**config.mk**
```make
export PLATFORM = sky130hd
export DESIGN_NAME = spi_master
export DESIGN_NICKNAME = d
export VERILOG_FILES = /design/src/rtl/spi_master_pkg.sv /design/src/rtl/spi_master_clk_div.sv /design/src/rtl/spi_master.sv
export SDC_FILE = /design/constraint.sdc
export NUM_CORES = 1
export LEC_CHECK = 0
export ABC_AREA = 1
export ABC_CLOCK_PERIOD_IN_PS = 1260
export BUFFER_PORTS_ARGS = -buffer_cell sky130_fd_sc_hd__buf_2
export CAP_MARGIN = 5
export CORE_MARGIN = 2
export CORE_UTILIZATION = 50
export DETAILED_ROUTE_END_ITERATION = 16
export PLACE_DENSITY = 0.85
export REMOVE_ABC_BUFFERS = 1
export SLEW_MARGIN = 20
export SYNTH_ARGS = -nofsm -noshare
export SYNTH_HDL_FRONTEND = slang
export SYNTH_HIERARCHICAL = 1
export SYNTH_SLANG_ARGS = --single-unit
```
**constraint.sdc**
```tcl
create_clock -name clk -period 1.26 [get_ports clk]
set_input_delay 0.126 -clock clk [delete_from_list [all_inputs] [get_ports clk]]
set_output_delay 0.126 -clock clk [all_outputs]
set_load 0.01 [all_outputs]
```
**src/rtl/spi_master_pkg.sv**
```systemverilog
// -----------------------------------------------------------------------------
// spi_master_pkg
//   Shared definitions for the SPI controller: FSM state encoding and the
//   SPI mode-0 idle levels. Imported by spi_master and usable by
//   peripheral-side logic and benches.
// -----------------------------------------------------------------------------
package spi_master_pkg;

    typedef enum logic [2:0] {
        ST_IDLE  = 3'd0,
        ST_LOW   = 3'd1,
        ST_HIGH  = 3'd2,
        ST_TRAIL = 3'd3,
        ST_GAP   = 3'd4
    } spi_state_e;

    // Mode 0: sclk idles low, data sampled on the sclk rising edge.
    localparam logic SCLK_IDLE   = 1'b0;
    localparam logic CS_INACTIVE = 1'b1;
    localparam logic MOSI_RESET  = 1'b0;

endpackage

```
**src/rtl/spi_master_clk_div.sv**
```systemverilog
// -----------------------------------------------------------------------------
// spi_clk_div
//   Half-period timer for the SPI serial clock. Counts 0..CLKDIV-1 and asserts
//   tick while the count sits at CLKDIV-1, then wraps to 0.
// Ports
//   clk    in  system clock
//   reset  in  asynchronous active-high reset, clears the count
//   clear  in  synchronous restart of the count from 0
//   tick   out high for one cycle every CLKDIV cycles
// -----------------------------------------------------------------------------
module spi_clk_div #(
    parameter int unsigned CLKDIV = 4
) (
    input  logic clk,
    input  logic reset,
    input  logic clear,
    output logic tick
);

    localparam int unsigned CW = (CLKDIV > 2) ? $clog2(CLKDIV) : 1;

    logic [CW-1:0] count_q;
    logic [CW-1:0] count_d;

    assign tick = (count_q == CW'(CLKDIV - 1));

    always_comb begin
        count_d = count_q + 1'b1;
        if (clear || tick) begin
            count_d = '0;
        end
    end

    always_ff @(posedge clk or posedge reset) begin
        if (reset) begin
            count_q <= '0;
        end else begin
            count_q <= count_d;
        end
    end

endmodule

```
**src/rtl/spi_master.sv**
```systemverilog
// -----------------------------------------------------------------------------
// spi_master
//   Controller end of the SPI link, mode 0. Shifts a width-bit word out on
//   mosi MSB-first, samples miso on each sclk rising edge, and presents the
//   received word on rxData together with a one-cycle done pulse.
//
//   state  | meaning
//   -------+-----------------------------------------------------------
//   IDLE   | cs high, sclk low, waiting for start
//   LOW    | sclk low half-period, mosi stable for the coming rising edge
//   HIGH   | sclk high half-period, miso already captured
//   TRAIL  | last falling edge done, cs held low one more half-period
//   GAP    | cs high, still busy, enforces minimum deselect time
//
// Ports
//   clk     in   system clock, rising edge
//   reset   in   asynchronous active-high reset
//   start   in   transfer request, honoured only when not busy
//   txData  in   word to send, captured when start is accepted
//   miso    in   serial data from the peripheral
//   rxData  out  last complete received word
//   busy    out  transfer in progress (through the GAP period)
//   done    out  one-cycle pulse on the first cycle cs is high again
//   sclk    out  serial clock
//   cs      out  chip select, active low
//   mosi    out  serial data to the peripheral
// -----------------------------------------------------------------------------
module spi_master
    import spi_master_pkg::*;
#(
    parameter int unsigned width  = 8,
    parameter int unsigned CLKDIV = 4
) (
    input  logic             clk,
    input  logic             reset,
    input  logic             start,
    input  logic [width-1:0] txData,
    input  logic             miso,
    output logic [width-1:0] rxData,
    output logic             busy,
    output logic             done,
    output logic             sclk,
    output logic             cs,
    output logic             mosi
);

    localparam int unsigned BCW = $clog2(width + 1);

    spi_state_e       state_q;
    logic [width-1:0] tx_shift_q;
    logic [width-1:0] rx_shift_q;
    logic [width-1:0] rx_data_q;
    logic [BCW-1:0]   bit_cnt_q;
    logic             busy_q;
    logic             done_q;
    logic             sclk_q;
    logic             cs_q;
    logic             mosi_q;

    logic tick;
    logic accept;
    logic div_clear;

    assign accept = (state_q == ST_IDLE) && start;

    // Every non-IDLE tick moves the FSM, so restarting the divider there
    // keeps each phase exactly CLKDIV cycles long.
    assign div_clear = accept || (tick && (state_q != ST_IDLE));

    spi_clk_div #(
        .CLKDIV(CLKDIV)
    ) u_clk_div (
        .clk  (clk),
        .reset(reset),
        .clear(div_clear),
        .tick (tick)
    );

    always_ff @(posedge clk or posedge reset) begin
        if (reset) begin
            state_q    <= ST_IDLE;
            tx_shift_q <= '0;
            rx_shift_q <= '0;
            rx_data_q  <= '0;
            bit_cnt_q  <= '0;
            busy_q     <= 1'b0;
            done_q     <= 1'b0;
            sclk_q     <= SCLK_IDLE;
            cs_q       <= CS_INACTIVE;
            mosi_q     <= MOSI_RESET;
        end else begin
            done_q <= 1'b0;
            case (state_q)
                ST_IDLE: begin
                    if (start) begin
                        tx_shift_q <= txData;
                        mosi_q     <= txData[width-1];
                        cs_q       <= 1'b0;
                        busy_q     <= 1'b1;
                        bit_cnt_q  <= BCW'(width);
                        state_q    <= ST_LOW;
                    end
                end
                ST_LOW: begin
                    if (tick) begin
                        sclk_q     <= 1'b1;
                        rx_shift_q <= {rx_shift_q[width-2:0], miso};
                        state_q    <= ST_HIGH;
                    end
                end
                ST_HIGH: begin
                    if (tick) begin
                        sclk_q <= 1'b0;
                        if (bit_cnt_q == BCW'(1)) begin
                            state_q <= ST_TRAIL;
                        end else begin
                            // Next bit goes out on the falling edge; mosi
                            // otherwise keeps the last bit until next accept.
                            tx_shift_q <= tx_shift_q << 1;
                            mosi_q     <= tx_shift_q[width-2];
                            bit_cnt_q  <= bit_cnt_q - 1'b1;
                            state_q    <= ST_LOW;
                        end
                    end
                end
                ST_TRAIL: begin
                    if (tick) begin
                        cs_q      <= 1'b1;
                        rx_data_q <= rx_shift_q;
                        done_q    <= 1'b1;
                        state_q   <= ST_GAP;
                    end
                end
                ST_GAP: begin
                    if (tick) begin
                        busy_q  <= 1'b0;
                        state_q <= ST_IDLE;
                    end
                end
                default: begin
                    state_q <= ST_IDLE;
                end
            endcase
        end
    end

    assign rxData = rx_data_q;
    assign busy   = busy_q;
    assign done   = done_q;
    assign sclk   = sclk_q;
    assign cs     = cs_q;
    assign mosi   = mosi_q;

endmodule
```
Yosys cells after proc, flatten, opt, wreduce, memory -nomap -nowiden --
Index checks and enable logic that the tools add are counted.
Operators by class: add/sub/neg operators 2, $mul 0, divide/modulo/power cells 0, $lt $le $gt $ge 0, eq/ne operators 12, shift-type cells 0, mux-type cells 29, bitwise logic cells 0, reduce and logical (&&, ||, !) cells 17
Operator list (count):
- 2-to-1 mux 7 bit | 3
- 2-to-1 mux 3 bit | 5
- case mux 3 bit (5 select lines) | 1
- case mux 7 bit (2 select lines) | 1
- 2-to-1 mux 4 bit | 3
- inequality test 2 bit, second input constant | 6
- 2-to-1 mux 1 bit | 9
- AND reduction 3 bit | 3
- case mux 1 bit (2 select lines) | 4
- case mux 4 bit (2 select lines) | 1
- nonzero test 2 bit | 4
- equality test 3 x 2 -> 1 bit, second input constant | 2
- AND reduction 5 bit | 1
- equality test 4 x 1 -> 1 bit, second input constant | 1
- 2-to-1 mux 2 bit | 2
- AND reduction 2 bit | 2
- AND reduction 4 bit | 1
- subtractor 4 x 1 -> 4 bit, second input constant | 1
- equality test 3 x 1 -> 1 bit, second input constant | 1
- equality test 3 bit, second input constant | 1
- zero test 3 bit | 1
- nonzero test 3 bit | 1
- adder 2 x 1 -> 2 bit, second input constant | 1
- equality test 2 bit, second input constant | 1
- other kinds (2) | 4
Word-level totals: register bits 37, latch bits 0, bits in writable memories 0, memory bits (read-only) 0, input bits 12, word-level logic and storage cells 71, memories kept 0

Logic depth before layout (Yosys ltp) --
Gate-level depths: netlist (run 1).
word-level depth 5, depth in mapped cells 8

By module --
Netlist (run 1), hierarchy kept.
Modules (own cells, without submodules):
- spi_master | instances 1, cells an instance 199, area an instance 1609.0 µm², seq. area each 877.1 µm²
- spi_clk_div | instances 1, cells an instance 10, area an instance 88.8 µm², seq. area each 50.0 µm²

Worst setup path after synthesis (run 1) --
No wires, ideal clock.
path type reg-to-reg, from register u_clk_div.count_q[0], to register bit_cnt_q[0], arrival time 1267 ps, required time 1195 ps, slack -72 ps, stages on the path, launching flop included 8, path buffers 1, clock period less this slack 1332 ps, cells stage by stage dfrtp_1 -> ha_1 -> inv_1 -> nand3_1 -> nand2_1 -> buf_2 -> o21ai_1 -> nand2_1
On the way: longest elaborated chain between the ends 3
RTL lines:
- from (decl) | RTL line spi_master_clk_div.sv:22 | logic [CW-1:0] count_q;
- from (signal assigned) | RTL line spi_master_clk_div.sv:38 | count_q <= count_d;
- equality test 2 bit | RTL line spi_master_clk_div.sv:25 | assign tick = (count_q == CW'(CLKDIV - 1));
- net tick | RTL line spi_master.sv:60 | logic tick;
- inequality test 2 bit (no source line)
- AND reduction 4 bit (no source line)
- to (signal assigned) | RTL line spi_master.sv:100 | bit_cnt_q <= BCW'(width);
- to (signal assigned) | RTL line spi_master.sv:121 | bit_cnt_q <= bit_cnt_q - 1'b1;
- to (decl) | RTL line spi_master.sv:53 | logic [BCW-1:0] bit_cnt_q;
The timed path passes the listed nets, and every way through them passes these cells. A chain may end at the register's enable or synchronous reset.

Worst setup path after layout (run 1) --
from register state_q[0], to register u_clk_div.count_q[1]
On the way: longest elaborated chain between the ends 5
RTL lines:
- from (decl) | RTL line spi_master.sv:49 | spi_state_e state_q;
- from (signal assigned) | RTL line spi_master.sv:81 | state_q <= ST_IDLE;
- from (signal assigned) | RTL line spi_master.sv:101 | state_q <= ST_LOW;
- from (signal assigned) | RTL line spi_master.sv:108 | state_q <= ST_HIGH;
- zero test 3 bit or nonzero test 3 bit (tied branches) | RTL line spi_master.sv:64, spi_master.sv:68
- logical AND 1 bit, on equally long branches | RTL line spi_master.sv:64, spi_master.sv:68
- logical OR 1 bit (*) | RTL line spi_master.sv:68 | assign div_clear = accept || (tick && (state_q != ST_IDLE));
- net div_clear | RTL line spi_master.sv:62 | logic div_clear;
- logical OR 1 bit (*) | RTL line spi_master_clk_div.sv:29 | if (clear || tick) begin
- 2-to-1 mux 2 bit (*) | RTL line spi_master_clk_div.sv:29
- net u_clk_div.count_d[1] | RTL line spi_master_clk_div.sv:23 | logic [CW-1:0] count_d;
The timed path passes the listed nets; every way through them passes the cells marked *.

==> results by stage, run 1 <==
Outcome:
- The flow ran to the end, but the final reports show violations.
- The final reports fail on setup timing.

Power and ir drop:
- VDD sags by at most 0.00116 V.
- Net switching is 39.5% of the power.
- The relative contribution of the clock network to total power is 15.3%.
- The standby leakage power is 0.00130 uW.
- The switching power is 2300 uW.
- Dividing total power by cell area gives a power density of 2330 nW/um^2.
- The internal power of the cells is 3510 uW.
- Of the total power, registers draw 33.3%.
- The share of total power dissipated in combinational logic is 51.4%.
- The completed layout was analyzed and its total power is 5800 uW.

Logic synthesis:
- The register area share after synthesis is 54.6%.
- The average instance in the mapped netlist occupies 8.12 um^2.
- In the post-synthesis netlist, the biggest area contributors are sky130_fd_sc_hd__dfrtp_1 53%, sky130_fd_sc_hd__nand2_1 18%, sky130_fd_sc_hd__o21ai_1 5.0%.
- The synthesized design spends more area on one cell type than any other, namely sky130_fd_sc_hd__dfrtp_1.
- Counting flops and latches in the post-synthesis netlist gives 37.
- In the synthesized netlist, the number of instances is 209.
- The synthesized cell area is 1700 um^2.
- The number of warnings printed during yosys synthesis is 6.
- The count of unique library cells instantiated by Yosys is 20.
- In this run the biggest area consumer among cell types represents 53.1% of the synthesized area.

Worst setup path:
- STA classifies the critical path startpoint as a register.
- The worst register-to-register path begins at state_q[0]$_DFFE_PP0P_.
- The register-to-register path setup slack is -0.07 ns.
- The depth of the worst register-to-register path is 7.
- Together, buffers and inverters on the worst path number 2.
- The data arrival time of the worst path is 1.59 ns.
- The data required time of the critical path is 1.53 ns.
- By startpoint and endpoint, the worst setup path is classified as register to register.
- The destination of the worst register-to-register timing path is u_clk_div/count_q[1]$_DFF_PP0_.
- On the worst path, the slowest cell contributes a delay of 0.48 ns.
- The kind of end point of the critical path is a register.
- The worst-path cell with the longest stage delay is sky130_fd_sc_hd__dfrtp_2.
- The kind of cell with the highest combined delay on the critical path is flip-flops.
- The maximum net fanout on the critical path is 5.
- Traced cell by cell, the critical path runs through buf_6 > nor3_4 > nand2_2 > o21ai_0 > inv_1 > nand2_1 > nor2_1.

Run:
- The total of max-cap violations is 0.

Drt:
- The DRC marker count from the first detailed-route iteration is 110.
- The number of nets with antenna violations after detailed routing is 0.
- The routed length on met1 is 1.91 mm.
- The routed layout has 1602 vias.
- The sum of met2 wire segment lengths after detailed routing is 2.24 mm.
- The highest routed metal layer is met4.
- The mean routed wirelength per cell is 14.1 um.
- The vias per cell is 4.99.
- The routed wire length is 4.52 mm.
- After detailed routing, the number of remaining DRC violations is 0.
- The routed wire length on met3 is 218 um.
- The length of the first detailed-routing pass in iterations is 4.

Die:
- The die covers 3880 um^2.
- In this run the count of I/O pins placed on the die edge is 25.
- The chip width is 62.3 um.
- For this configuration, the core starts out at a cell density of 51.3%.
- The die is 62.3 um tall.
- The core area is 3310 um^2.
- The number of standard-cell rows in the floorplan is 21.

Placement:
- The total instance count after detailed placement is 297.
- In this run the tool buffered the top-level ports with 24 buffer cells.
- At the end of routability-driven placement, the weighted congestion stood at 0.816.
- Detailed placement ended at an HPWL of 2.56 mm.

Hold path:
- The path category of the worst min-delay check is input pin to register.
- The startpoint identified for the worst hold timing path is miso.
- The capture endpoint of the worst hold path is rx_shift_q[0]$_DFFE_PP0P_.
- The worst hold path was traced through 3 stages.

Clock tree:
- The worst-skew pair later-pin latency is 0.36 ns.
- In this run, CTS created clock tree buffers numbering 5.
- The number of sinks handled by clock tree synthesis is 37.
- The number of H-tree levels is 2.
- The clock tree from TritonCTS is done.
- The root buffer cell chosen for the clock tree is sky130_fd_sc_hd__clkbuf_4.
- The clock slew seen by the registers of the worst setup and hold paths is 0.11 ns.
- The clock passes through at most 2 buffers.

STA:
- The post-route setup TNS is -0.736 ns.
- Setup violations remaining at the end of the flow were counted as 26.
- Setup repair after global routing could not meet its margin everywhere.
- Based on the critical path, the design can be clocked at up to 753 MHz.
- Headroom to the max-slew limit came out at 77.9%.
- The count of final hold-check violations is 0.
- The post-route worst setup slack is -0.0681 ns.
- Of the available clock period, the critical path in the final layout requires 105%.
- At the pin with the least slew margin, the transition time is 0.332 ns.
- Across the routed clock network, the largest skew measured is 0.00467 ns.
- The count of pins over their slew limit was 0.
- Counting I/O delays and the setup requirement, the final critical path takes 1.33 ns.

Global routing:
- The number of global-route vias before repair was 1562.
- In the global route stage, overall resource usage came out at 24.0%.
- The global-route congestion overflow total is 0.
- The first global-routing pass estimated 7.13 mm of wire.
- The initial antenna violation count is 0.
- Entering global routing, the biggest net connects 28 pins.

Finish:
- The share of layout cells above drive strength 1 is 41.8%.
- The area growth from synthesis to layout is 46.9%.
- The finished layout holds 321 standard cells, fillers aside.
- The number of nets at the end of the flow is 289.
- The number of antenna diodes in the final layout is 0.
==> power by group through the flow <==
| stage | clock network (uW) | logic, uW | registers [uW] |
|---|---|---|---|
| floorplan | 0 | 1200 | 1870 |
| global route | 952 | 3270 | 1980 |
| detailed placement | 0 | 2050 | 1870 |
| CTS | 879 | 2630 | 1880 |
| finish | 887 | 2980 | 1930 |
| global placement | 0 | 1980 | 1860 |
==> synth_stat cells <==
cell type,count
sky130_fd_sc_hd__a21oi_1,1
sky130_fd_sc_hd__buf_2,6
sky130_fd_sc_hd__buf_6,1
sky130_fd_sc_hd__dfrtp_1,36
sky130_fd_sc_hd__dfstp_2,1
sky130_fd_sc_hd__ha_1,3
sky130_fd_sc_hd__inv_1,20
sky130_fd_sc_hd__inv_2,1
sky130_fd_sc_hd__nand2_1,82
sky130_fd_sc_hd__nand2_2,2
sky130_fd_sc_hd__nand3_1,7
sky130_fd_sc_hd__nand3b_1,1
sky130_fd_sc_hd__nand4_2,1
sky130_fd_sc_hd__nor2_1,11
sky130_fd_sc_hd__nor2_2,1
sky130_fd_sc_hd__nor2_4,1
sky130_fd_sc_hd__nor3_1,1
sky130_fd_sc_hd__o21ai_0,15
sky130_fd_sc_hd__o21ai_1,17
sky130_fd_sc_hd__xnor2_1,1
==> repair_timing <==
item,CTS,global route
hold buffers,1,0
hold endpoints to repair,36,0
gates cloned,2,0
endpoints found under the setup margin,20,32
buffers inserted,9,6
resized for setup,48,27
pin swaps,8,6
==> kinds of logic (layout without fill, tap and decap cells) <==
| group | Yosys count | count (layout) | share of synthesized area (%) |
|---|---|---|---|
| compound gates | 33 | 33 | 9.73 |
| xor+xnor | 1 | 1 | 0.516 |
| fa+ha+maj | 3 | 3 | 2.21 |
| buf+inv | 28 | 94 | 7.07 |
| flops | 37 | 37 | 54.6 |
| simple gates | 107 | 107 | 25.9 |
==> tightest hold or removal path: stages <==
cell and delay (ns):
sky130_fd_sc_hd__buf_2 0.11, sky130_fd_sc_hd__nor2_4 0.09, sky130_fd_sc_hd__a21oi_1 0.04
==> worst max path at each step <==
stage | start | slack (ns) | cells after the start | end
final | state_q[0]$_DFFE_PP0P_ | -0.07 | 7 | u_clk_div/count_q[1]$_DFF_PP0_
after global routing | state_q[2]$_DFFE_PP0P_ | -0.11 | 5 | bit_cnt_q[1]$_DFFE_PP0P_
after CTS | u_clk_div/count_q[0]$_DFF_PP0_ | -0.03 | 6 | rx_shift_q[6]$_DFFE_PP0P_
after detailed placement | state_q[0]$_DFFE_PP0P_ | -0.06 | 6 | bit_cnt_q[1]$_DFFE_PP0P_
after global placement | bit_cnt_q[0]$_DFFE_PP0P_ | -0.02 | 6 | mosi$_DFFE_PP0P_
after floorplan | u_clk_div/count_q[0]$_DFF_PP0_ | -0.18 | 7 | bit_cnt_q[2]$_DFFE_PP0P_
==> per-layer routing <==
layer	vias up	track usage, %
met5	-	0
li1	784	-
met2	46	39.9
met1	755	29.2
met3	17	5.62
met4	0	12.5
==> placed cells by master, fill, tap and decap left out, types with 2 or more instances in the layout <==
cell and n:
sky130_fd_sc_hd__buf_2 24, sky130_fd_sc_hd__o21ai_0 6, sky130_fd_sc_hd__nand3_2 2, sky130_fd_sc_hd__nor2_4 3
sky130_fd_sc_hd__nand2_1 67, sky130_fd_sc_hd__dfrtp_2 3, sky130_fd_sc_hd__ha_4 2, sky130_fd_sc_hd__clkbuf_16 2
sky130_fd_sc_hd__buf_4 25, sky130_fd_sc_hd__inv_2 5, sky130_fd_sc_hd__inv_1 16, sky130_fd_sc_hd__nand2_4 7
sky130_fd_sc_hd__nor2_2 3, sky130_fd_sc_hd__o21ai_2 5, sky130_fd_sc_hd__nand2_2 10, sky130_fd_sc_hd__dfrtp_1 33
sky130_fd_sc_hd__buf_6 12, sky130_fd_sc_hd__o21ai_1 21, sky130_fd_sc_hd__clkbuf_4 5, sky130_fd_sc_hd__nor2_1 7
sky130_fd_sc_hd__nand3_1 5
==> cell type report <==
type	count	area, um^2
tap	46	57.6
timing repair buffer	65	523
clock inverter	1	30.0
sequential	37	931
inverter	21	78.8
fill	235	816
clock buffer	7	55.1
multi-input combinational	144	820
==> sequential cells by signal (all words and copies together), names as in the netlist <==
register / flops
bit_cnt_q: 4
sclk: 1
tx_shift_q: 7
done: 1
rx_shift_q: 8
state_q: 3
busy: 1
u_clk_div/count_q: 2
mosi: 1
cs: 1
rxData: 8
==> stage by stage <==
stage / hold slack, ns / util [%] / worst slack (ns) / cell area (um^2)
final: 0.0264 / 75.4 / -0.0681 / 2490
after global routing: 0.0236 / 75.4 / -0.113 / 2490
after CTS: 0.0376 / 71.8 / -0.0301 / 2380
after detailed placement: -0.0102 / 61.5 / -0.0579 / 2030
after global placement: -0.00965 / 61.5 / -0.0212 / 2030
after floorplan: -0.133 / - / -0.176 / 1660
Power figures use the tool's default switching activity.
==> run 2: changes to the inputs <==
--- a/config.mk
+++ b/config.mk
@@ -9,9 +9,11 @@
 export ABC_CLOCK_PERIOD_IN_PS = 1260
 export BUFFER_PORTS_ARGS = -buffer_cell sky130_fd_sc_hd__buf_2
 export CAP_MARGIN = 5
+export CORE_ASPECT_RATIO = 1.25
 export CORE_MARGIN = 2
 export CORE_UTILIZATION = 50
 export DETAILED_ROUTE_END_ITERATION = 16
+export MAX_ROUTING_LAYER = met4
 export PLACE_DENSITY = 0.85
 export REMOVE_ABC_BUFFERS = 1
 export SLEW_MARGIN = 20
==> run 2 against run 1 <==
  * The run still ends with setup timing left
  * Sequential power hardly changed
  * First-iteration DRC count is 11% lower
  * Final cell count is 8.1% lower
  * Die area hardly changed
  * Sequential share of layout area is 2.5 points higher
  * Clock power is 13% higher
  * Count of clock-buffer cells in the layout is 1 lower
  * Combinational power is 7.4% lower
  * Core utilization is 2.8 points lower
  * Largest cell class unchanged
==> results by stage, run 2 (same netlist as run 1, synthesis figures left out) <==
Finish:
- The repair_antennas step left the layout with diodes totalling 0.
- The post-route netlist has 34.1% of its cells at a drive strength greater than 1.
- The final design utilization is 72.6%.
- The area of combinational cells with multiple inputs is 822 um^2.
- The number of fillers in the final layout is 245.
- The top cell types in the final layout, fill and taps aside, are 80 x sky130_fd_sc_hd__nand2_1, 33 x sky130_fd_sc_hd__dfrtp_1, 24 x sky130_fd_sc_hd__buf_2, 18 x sky130_fd_sc_hd__inv_1, 12 x sky130_fd_sc_hd__o21ai_2.
- The area growth from synthesis to final layout is 37.7%.
- The finished layout holds 295 standard cells, fillers aside.
- The number of nets at the end of the flow is 272.
- The library cell used most frequently in the layout, excluding fill and tap cells, is sky130_fd_sc_hd__nand2_1.
- The register cell area after layout is 931 um^2.

Drt:
- The count of nets left with antenna violations once routing finished came out at 0.
- The number of vias in the routed layout is 1524.
- The length of the first detailed-routing pass in iterations is 4.
- After detailed routing, the total wire length is 4.09 mm.
- The DRC marker count from the first detailed-route iteration is 98.
- After detailed routing, the average wire length per cell comes to 13.9 um.
- The number of design rule violations left after detail routing is 0.
- The vias per cell is 5.17.

Clock tree:
- The later pin in the worst-skew pair is clocked with a latency of 0.29 ns.
- The root cell of the clock tree is sky130_fd_sc_hd__clkbuf_8.
- TritonCTS built the clock tree.
- The H-tree was split into 2 levels.
- The clock slew seen by the registers of the worst setup and hold paths is 0.07 ns.
- The number of buffers created by CTS is 5.
- The number of sinks handled by clock tree synthesis is 37.
- In this run the deepest clock path goes through 2 buffers.

Worst setup path:
- The startpoint type of the worst setup path is a register.
- The critical path contains buffers and inverters numbering 2 combined.
- The data required time of the critical path is 1.44 ns.
- The worst-path cell with the longest stage delay is sky130_fd_sc_hd__dfrtp_2.
- The maximum net fanout on the critical path is 6.
- Traced cell by cell, the critical path runs through nor2_4 > buf_6 > nand2_8 > buf_8 > o21ai_2 > nand2_1.
- STA classifies the critical path endpoint as a register.
- The kind of cell with the highest combined delay along the critical path is flip-flops.
- The class of the most critical setup path is register to register.
- For the worst setup path, the data arrival time is 1.50 ns.
- In this design, the stage delay of the slowest critical-path cell is 0.45 ns.

Global routing:
- The first-pass GRT wire length is 6.38 mm.
- The initial antenna violation count is 0.
- The number of global-route vias before repair came to 1558.
- Entering global routing, the biggest net connects 36 pins.
- The global-route congestion overflow total is 0.
- Global routing used 21.6% of the available tracks.

STA:
- Clock skew on the completed layout was measured at 0.00871 ns.
- The count of pins over their slew limit was 0.
- The count of final hold-check violations is 0.
- Static timing analysis puts the maximum clock frequency at 758 MHz.
- Setup repair after global routing could not meet its margin everywhere.
- At the pin with the least slew margin, the transition time is 0.235 ns.
- The clock period minus final worst setup slack is 1.32 ns.
- The relative max-transition margin is 84.3%.
- Across all setup checks in the final design, the least slack found is -0.0587 ns.
- The share of the clock period used by the worst path is 105%.
- Setup violations remaining at the end of the flow were counted as 12.
- The worst-case hold slack is 0.0870 ns.

Power and ir drop:
- The switching power is 2310 uW.
- In this run the static leakage power is 0.00122 uW.
- The relative contribution of the clock network to total power is 17.5%.
- In this run the power density over the cells is 2440 nW/um^2.
- The share of total power dissipated in sequential elements is 34.2%.
- Of the total power, the share spent switching nets is 40.4%.
- Per report_power, the combinational group accounts for 48.2% of the total.
- The maximum VDD drop is 0.00154 V.
- Cell internal power was estimated by the tool at 3410 uW.

Die:
- For this configuration, the core starts out at a cell density of 52.7%.
- The chip height is 69.2 um.
- The number of standard-cell rows in the floorplan is 23.
- The floorplan step set the die width to 56.1 um.
- The I/O pin total is 25.
- The core area is 3220 um^2.
- The die covers 3880 um^2.

Placement:
- Detailed placement ended at an HPWL of 2.50 mm.
- The routability congestion estimate from global placement is 0.826.
- The total instance count after detailed placement is 281.
- Buffers placed on the I/O ports in this run total 24.

Outcome:
- The final reports fail on setup timing.
- The flow ran to the end, but the final reports show violations.

Run:
- Across the run, the number of max-cap violations was 0.

Hold path:
- The tightest min-delay check is of the input pin to register type.
run 2: changes by cell type in the layout (fill, tap and decap cells not counted), sizes merged:
cell and change:
buf -17, clkbuf -3, clkinv +1, nand2 +1
nor2 +1
run 2: path summary, 6_finish.rpt:
path	end	slack, ns	cells past startpoint	startpoint
max	bit_cnt_q[3]$_DFFE_PP0P_	-0.06	6	state_q[0]$_DFFE_PP0P_
max reg2reg	bit_cnt_q[3]$_DFFE_PP0P_	-0.06	6	state_q[0]$_DFFE_PP0P_
min reg2reg	u_clk_div/count_q[0]$_DFF_PP0_	0.48	1	u_clk_div/count_q[0]$_DFF_PP0_
min in group asynchronous	u_clk_div/count_q[0]$_DFF_PP0_	0.24	3	reset
max in group asynchronous	cs$_DFFE_PP1P_	0.59	4	reset
min	rx_shift_q[0]$_DFFE_PP0P_	0.09	3	miso
run 2: worst min-delay path, delay by kind of cell:
kind	cells	cell delay [ns]
AO/OA/AOI/OAI	1	0.10
buffers and inverters	1	0.07
AND/OR/NAND/NOR	1	0.03
run 2: per-layer routing:
layer	part of all wire, %	track usage, %	vias up
li1	-	-	754
met1	39	22.9	727
met2	56	37.9	36
met3	3.8	5.44	7
met4	1.9	8.73	0
met5	0	-	-
run 2: final cells by class:
class	count	share of cell area, %
clock buffer	6	3.10
clock inverter	2	1.50
inverter	21	3.37
multi-input combinational	146	35.2
sequential	37	39.8
tap	37	1.98
timing repair buffer	46	15.1
run 2: timing repair:
| action | CTS | global route |
|---|---|---|
| hold buffers | 1 | 0 |
| cloned | 1 | 1 |
| pin swaps | 1 | 15 |
| resized for setup | 16 | 41 |
| buffers inserted | 0 | 3 |
| endpoints found under the hold margin | 36 | 0 |
| setup endpoints to repair | 22 | 33 |
run 2: through the flow:
| step | setup TNS [ns] | worst slack, ns | cell area, um^2 | total power (uW) |
|---|---|---|---|---|
| 3_5_place_dp | -0.348 | -0.0405 | 1970 | 3870 |
| 5_1_grt | -1.23 | -0.103 | 2340 | 6130 |
| 6_report | -0.349 | -0.0587 | 2340 | 5710 |
| 4_1_cts | -0.00717 | -0.00717 | 2140 | 5030 |
| 3_3_place_gp | -0.0258 | -0.0171 | 1970 | 3780 |
| 2_1_floorplan | -2.09 | -0.176 | 1660 | 3070 |
run 2: power by group through the flow:
stage	clock network [uW]	logic (uW)	registers [uW]
global route	1070	3060	1990
global placement	0	1930	1850
finish	1000	2760	1960
floorplan	0	1200	1870
detailed placement	0	2000	1870
CTS	1020	2140	1870
==> run 3: changes to the inputs <==
--- a/config.mk
+++ b/config.mk
@@ -5,7 +5,6 @@
 export SDC_FILE = /design/constraint.sdc
 export NUM_CORES = 1
 export LEC_CHECK = 0
-export ABC_AREA = 1
 export ABC_CLOCK_PERIOD_IN_PS = 1260
 export BUFFER_PORTS_ARGS = -buffer_cell sky130_fd_sc_hd__buf_2
 export CAP_MARGIN = 5
==> run 3 against run 2 <==
  * The run still ends with setup timing left
  * Register-to-register slack lost 0.48 ns
  * Hold slack lost 0.014 ns
  * Total power grew 6.8%
  * Via count shrank 14%
  * Combinational power grew 3%
  * Synthesized cell count shrank 40%
  * Routed wire length grew 23%
  * Non-clock buffer count grew 14
  * Final area grew 7.9%
  * First-iteration DRC count shrank 26%
  * Clock power grew 25%
  * Sequential cell count is the same
==> results by stage, run 3 <==
Hold path:
- The worst hold path terminates at rx_shift_q[0]$_DFFE_PP0P_.
- In this run the most critical hold path is launched from miso.
- The worst hold path stage count is 2.
- In this run the worst hold path is classified as input pin to register.

Global routing:
- The combined global-route utilization of all metal layers is 26.6%.
- Global routing finished with a remaining overflow of 0.
- The initial antenna violation count is 0.
- The number of global-route vias before repair is 1431.
- Entering global routing, the biggest net connects 36 pins.
- The first-pass GRT wire length is 7.62 mm.

Finish:
- The final design utilization is 77.6%.
- The number of fillers in the final layout is 163.
- The top cell types in the final layout, fill and taps aside, are 34 x sky130_fd_sc_hd__dfrtp_1, 24 x sky130_fd_sc_hd__buf_2, 22 x sky130_fd_sc_hd__buf_4, 17 x sky130_fd_sc_hd__mux2_4, 14 x sky130_fd_sc_hd__mux2_2.
- The final antenna diode count is 0.
- The library cell used most frequently in the layout, excluding fill and tap cells, is sky130_fd_sc_hd__dfrtp_1.
- The net count of the finished layout is 202.
- The share of layout cells above drive strength 1 is 66.5%.
- The count of placed standard cells in the final layout, fillers left out is 225.
- From synthesis to final layout, the design area changed by 46.8%.
- The post-route standard cell area excluding fillers is 2520 um^2.

Worst setup path:
- The maximum net fanout on the critical path is 10.
- The data arrival time of the worst path is 1.98 ns.
- Tracing the worst setup path back leads to its startpoint at bit_cnt_q[0]$_DFFE_PP0P_.
- The signal on the critical path passes through ha_4 > and4bb_2 > nor4_4 > buf_12 > mux2_2.
- The worst register-to-register path begins at bit_cnt_q[0]$_DFFE_PP0P_.
- The setup check on the worst reg-to-reg path leaves a slack of -0.54 ns.
- On the worst path, the slowest cell contributes a delay of 0.42 ns.
- The kind of end point of the critical path is a register.
- The data required time of the critical path is 1.44 ns.
- The critical path is of the register to register type.
- The depth of the worst register-to-register path is 5.
- In this run the critical register-to-register path is captured at tx_shift_q[4]$_DFFE_PP0P_.
- STA classifies the critical path startpoint as a register.
- The slowest stage of the critical path belongs to the cell sky130_fd_sc_hd__dfrtp_1.

Clock tree:
- The clock passes through at most 2 buffers.
- The number of buffers created by CTS is 5.
- The tree is rooted in a sky130_fd_sc_hd__clkbuf_8.
- The worst-skew pair later-pin latency is 0.30 ns.
- The clock tree from TritonCTS is done.
- The clock slew seen by the registers of the worst setup and hold paths is 0.08 ns.
- The clock drives 37 sinks.
- The H-tree was split into 2 levels.

Logic synthesis:
- For this run, the number of Yosys warnings is 6.
- The synthesized netlist contains 35 unique library cells.
- By count the netlist is led by 36 x sky130_fd_sc_hd__dfrtp_1, 31 x sky130_fd_sc_hd__mux2_2, 7 x sky130_fd_sc_hd__inv_1.
- Synthesis produced a netlist whose cell count is 125.
- The synthesized design devotes to its leading area cell type 52.4% of total area.
- For this run, asynchronously set or reset flops after synthesis account for 100%.
- Yosys mapped a number of flops with a built-in enable equal to 0.
- The biggest area contributor in the post-synthesis netlist is sky130_fd_sc_hd__dfrtp_1.
- The register bit total from synthesis is 37.
- The register area share after synthesis is 53.9%.
- In this run the cell area of the synthesized design comes to 1720 um^2.
- In the synthesized netlist the dominant register cell turns out to be sky130_fd_sc_hd__dfrtp_1.
- Yosys attributes the largest share of cell area to sky130_fd_sc_hd__dfrtp_1 52%, sky130_fd_sc_hd__mux2_2 20%, sky130_fd_sc_hd__ha_1 2.2%.
- The mean instance size in the synthesized netlist is 13.8 um^2.
- By instance count, the leading cell after synthesis is sky130_fd_sc_hd__dfrtp_1.

Outcome:
- The checks that failed: setup timing.
- The flow ran to the end, but the final reports show violations.

Power and ir drop:
- IR analysis of the VDD net gives a maximum drop of 0.00210 V.
- For this design the ratio of total power to cell area is 2420 nW/um^2.
- The standby leakage power is 0.00119 uW.

Drt:
- The vias per cell is 5.85.
- The routed layout has 1317 vias.
- The length of the first detailed-routing pass in iterations is 4.
- For this block, the initial DRC count from the detailed router was 73.
- In this run the remaining antenna-violating nets after routing total 0.
- The final layout contains routed wiring with a total length of 5.05 mm.
- After detailed routing, the average wire length per cell comes to 22.4 um.
- The number of design rule violations left after detail routing is 0.

STA:
- The pin slew with the least headroom to its limit is 0.457 ns.
- Clock skew on the completed layout was measured at 0.0102 ns.
- In this run the tightest slew margin relative to its limit is 69.6%.
- The count of pins over their slew limit is 0.
- The count of final hold-check violations was 0.
- Static timing analysis puts the maximum clock frequency at 557 MHz.
- The share of the clock period used by the worst path is 143%.
- The post-route worst setup slack is -0.537 ns.
- Setup repair after global routing could not meet its margin everywhere.
- Setup violations remaining at the end of the flow were counted as 36.
- The smallest clock period supported by the final layout is computed as 1.80 ns.

Placement:
- Routability-driven placement finished with a final weighted congestion of 0.871.
- Summing all placed instances gives a cell area of 2050 um^2.
- The total instance count after detailed placement is 204.
- The count of buffers added on input and output ports is 24.
- Summed over all nets, the half-perimeter wirelength after detailed placement is 2.37 mm.

Die:
- The initial cell density of the core is 52.9%.
- Row generation in the floorplan step produced 23 rows.
- The chip height is 69.6 um.
- The chip width is 56.4 um.
- The floorplan step defined a die boundary enclosing 3930 um^2.
- The I/O pin total is 25.
- The core area is 3250 um^2.

Run:
- The total of max-cap violations is 0.
==> run 3: final cells by class <==
| type | instances | area [um^2] | share of cell area [%] |
|---|---|---|---|
| Sequential cell | 37 | 930 | 36.8 |
| Multi-Input combinational cell | 76 | 905 | 35.8 |
| Timing Repair Buffer | 60 | 475 | 18.8 |
| Clock buffer | 5 | 68.8 | 2.73 |
| Clock inverter | 3 | 65.1 | 2.58 |
| Tap cell | 37 | 46.3 | 1.83 |
| Inverter | 7 | 33.8 | 1.34 |
==> run 3: kinds of logic (layout without fill, tap and decap cells) <==
kind of cell | count (synthesis) | after routing | share of synthesized area [%]
flops | 37 | 37 | 53.9
mux | 34 | 34 | 22.1
simple gates | 26 | 27 | 13.0
buf+inv | 13 | 75 | 3.93
compound gates | 12 | 12 | 4.95
fa+ha+maj | 3 | 3 | 2.18
==> run 3: worst max-delay path, delay by kind of cell (launching register included) <==
kind | cells | cell delay (ns)
adder cells (fa/ha/maj) | 1 | 0.17
multiplexers | 1 | 0.36
buffers and inverters | 1 | 0.18
AND/OR/NAND/NOR | 2 | 0.56
flip-flops | 1 | 0.42
==> run 3: per-layer routing <==
metal	share of wire [%]	track usage [%]
met2	55	44.3
met4	1.6	9.52
met1	39	32.1
met5	0	-
met3	4.3	5.04
==> run 3: worst max-delay path by stage <==
| stage | cells after the start | end |
|---|---|---|
| 3_5_place_dp | 6 | tx_shift_q[6]$_DFFE_PP0P_ |
| 3_3_place_gp | 5 | mosi$_DFFE_PP0P_ |
| 6_report | 5 | tx_shift_q[4]$_DFFE_PP0P_ |
| 2_1_floorplan | 4 | mosi$_DFFE_PP0P_ |
| 5_1_grt | 5 | tx_shift_q[4]$_DFFE_PP0P_ |
| 4_1_cts | 6 | tx_shift_q[5]$_DFFE_PP0P_ |
==> run 3: power breakdown <==
part | switching (uW) | internal [uW] | leakage (uW) | total (uW)
clock network | 462 | 787 | 0.0000681 | 1250
logic | 1220 | 1610 | 0.000664 | 2830
registers | 379 | 1640 | 0.000461 | 2020
==> run 3: stage by stage <==
| step | setup TNS [ns] | setup WS (ns) | hold slack (ns) | power [uW] |
|---|---|---|---|---|
| 6_report | -10.96 | -0.537 | 0.0727 | 6100 |
| 5_1_grt | -12.19 | -0.559 | 0.0709 | 6360 |
| 4_1_cts | -9.08 | -0.440 | 0.0700 | 5620 |
| 3_5_place_dp | -10.43 | -0.458 | 0.00138 | 3820 |
| 3_3_place_gp | -8.98 | -0.396 | -0.0171 | 3680 |
| 2_1_floorplan | -12.51 | -0.614 | -0.133 | 2990 |
==> run 3: repair_timing <==
action / CTS / global route
gates resized for setup: 45 / 14
hold endpoints to repair: 36 / 0
setup endpoints to repair: 36 / 37
setup buffers: 4 / 7
hold buffers: 1 / 0
cloned: 2 / 0
pin swaps: 8 / 3
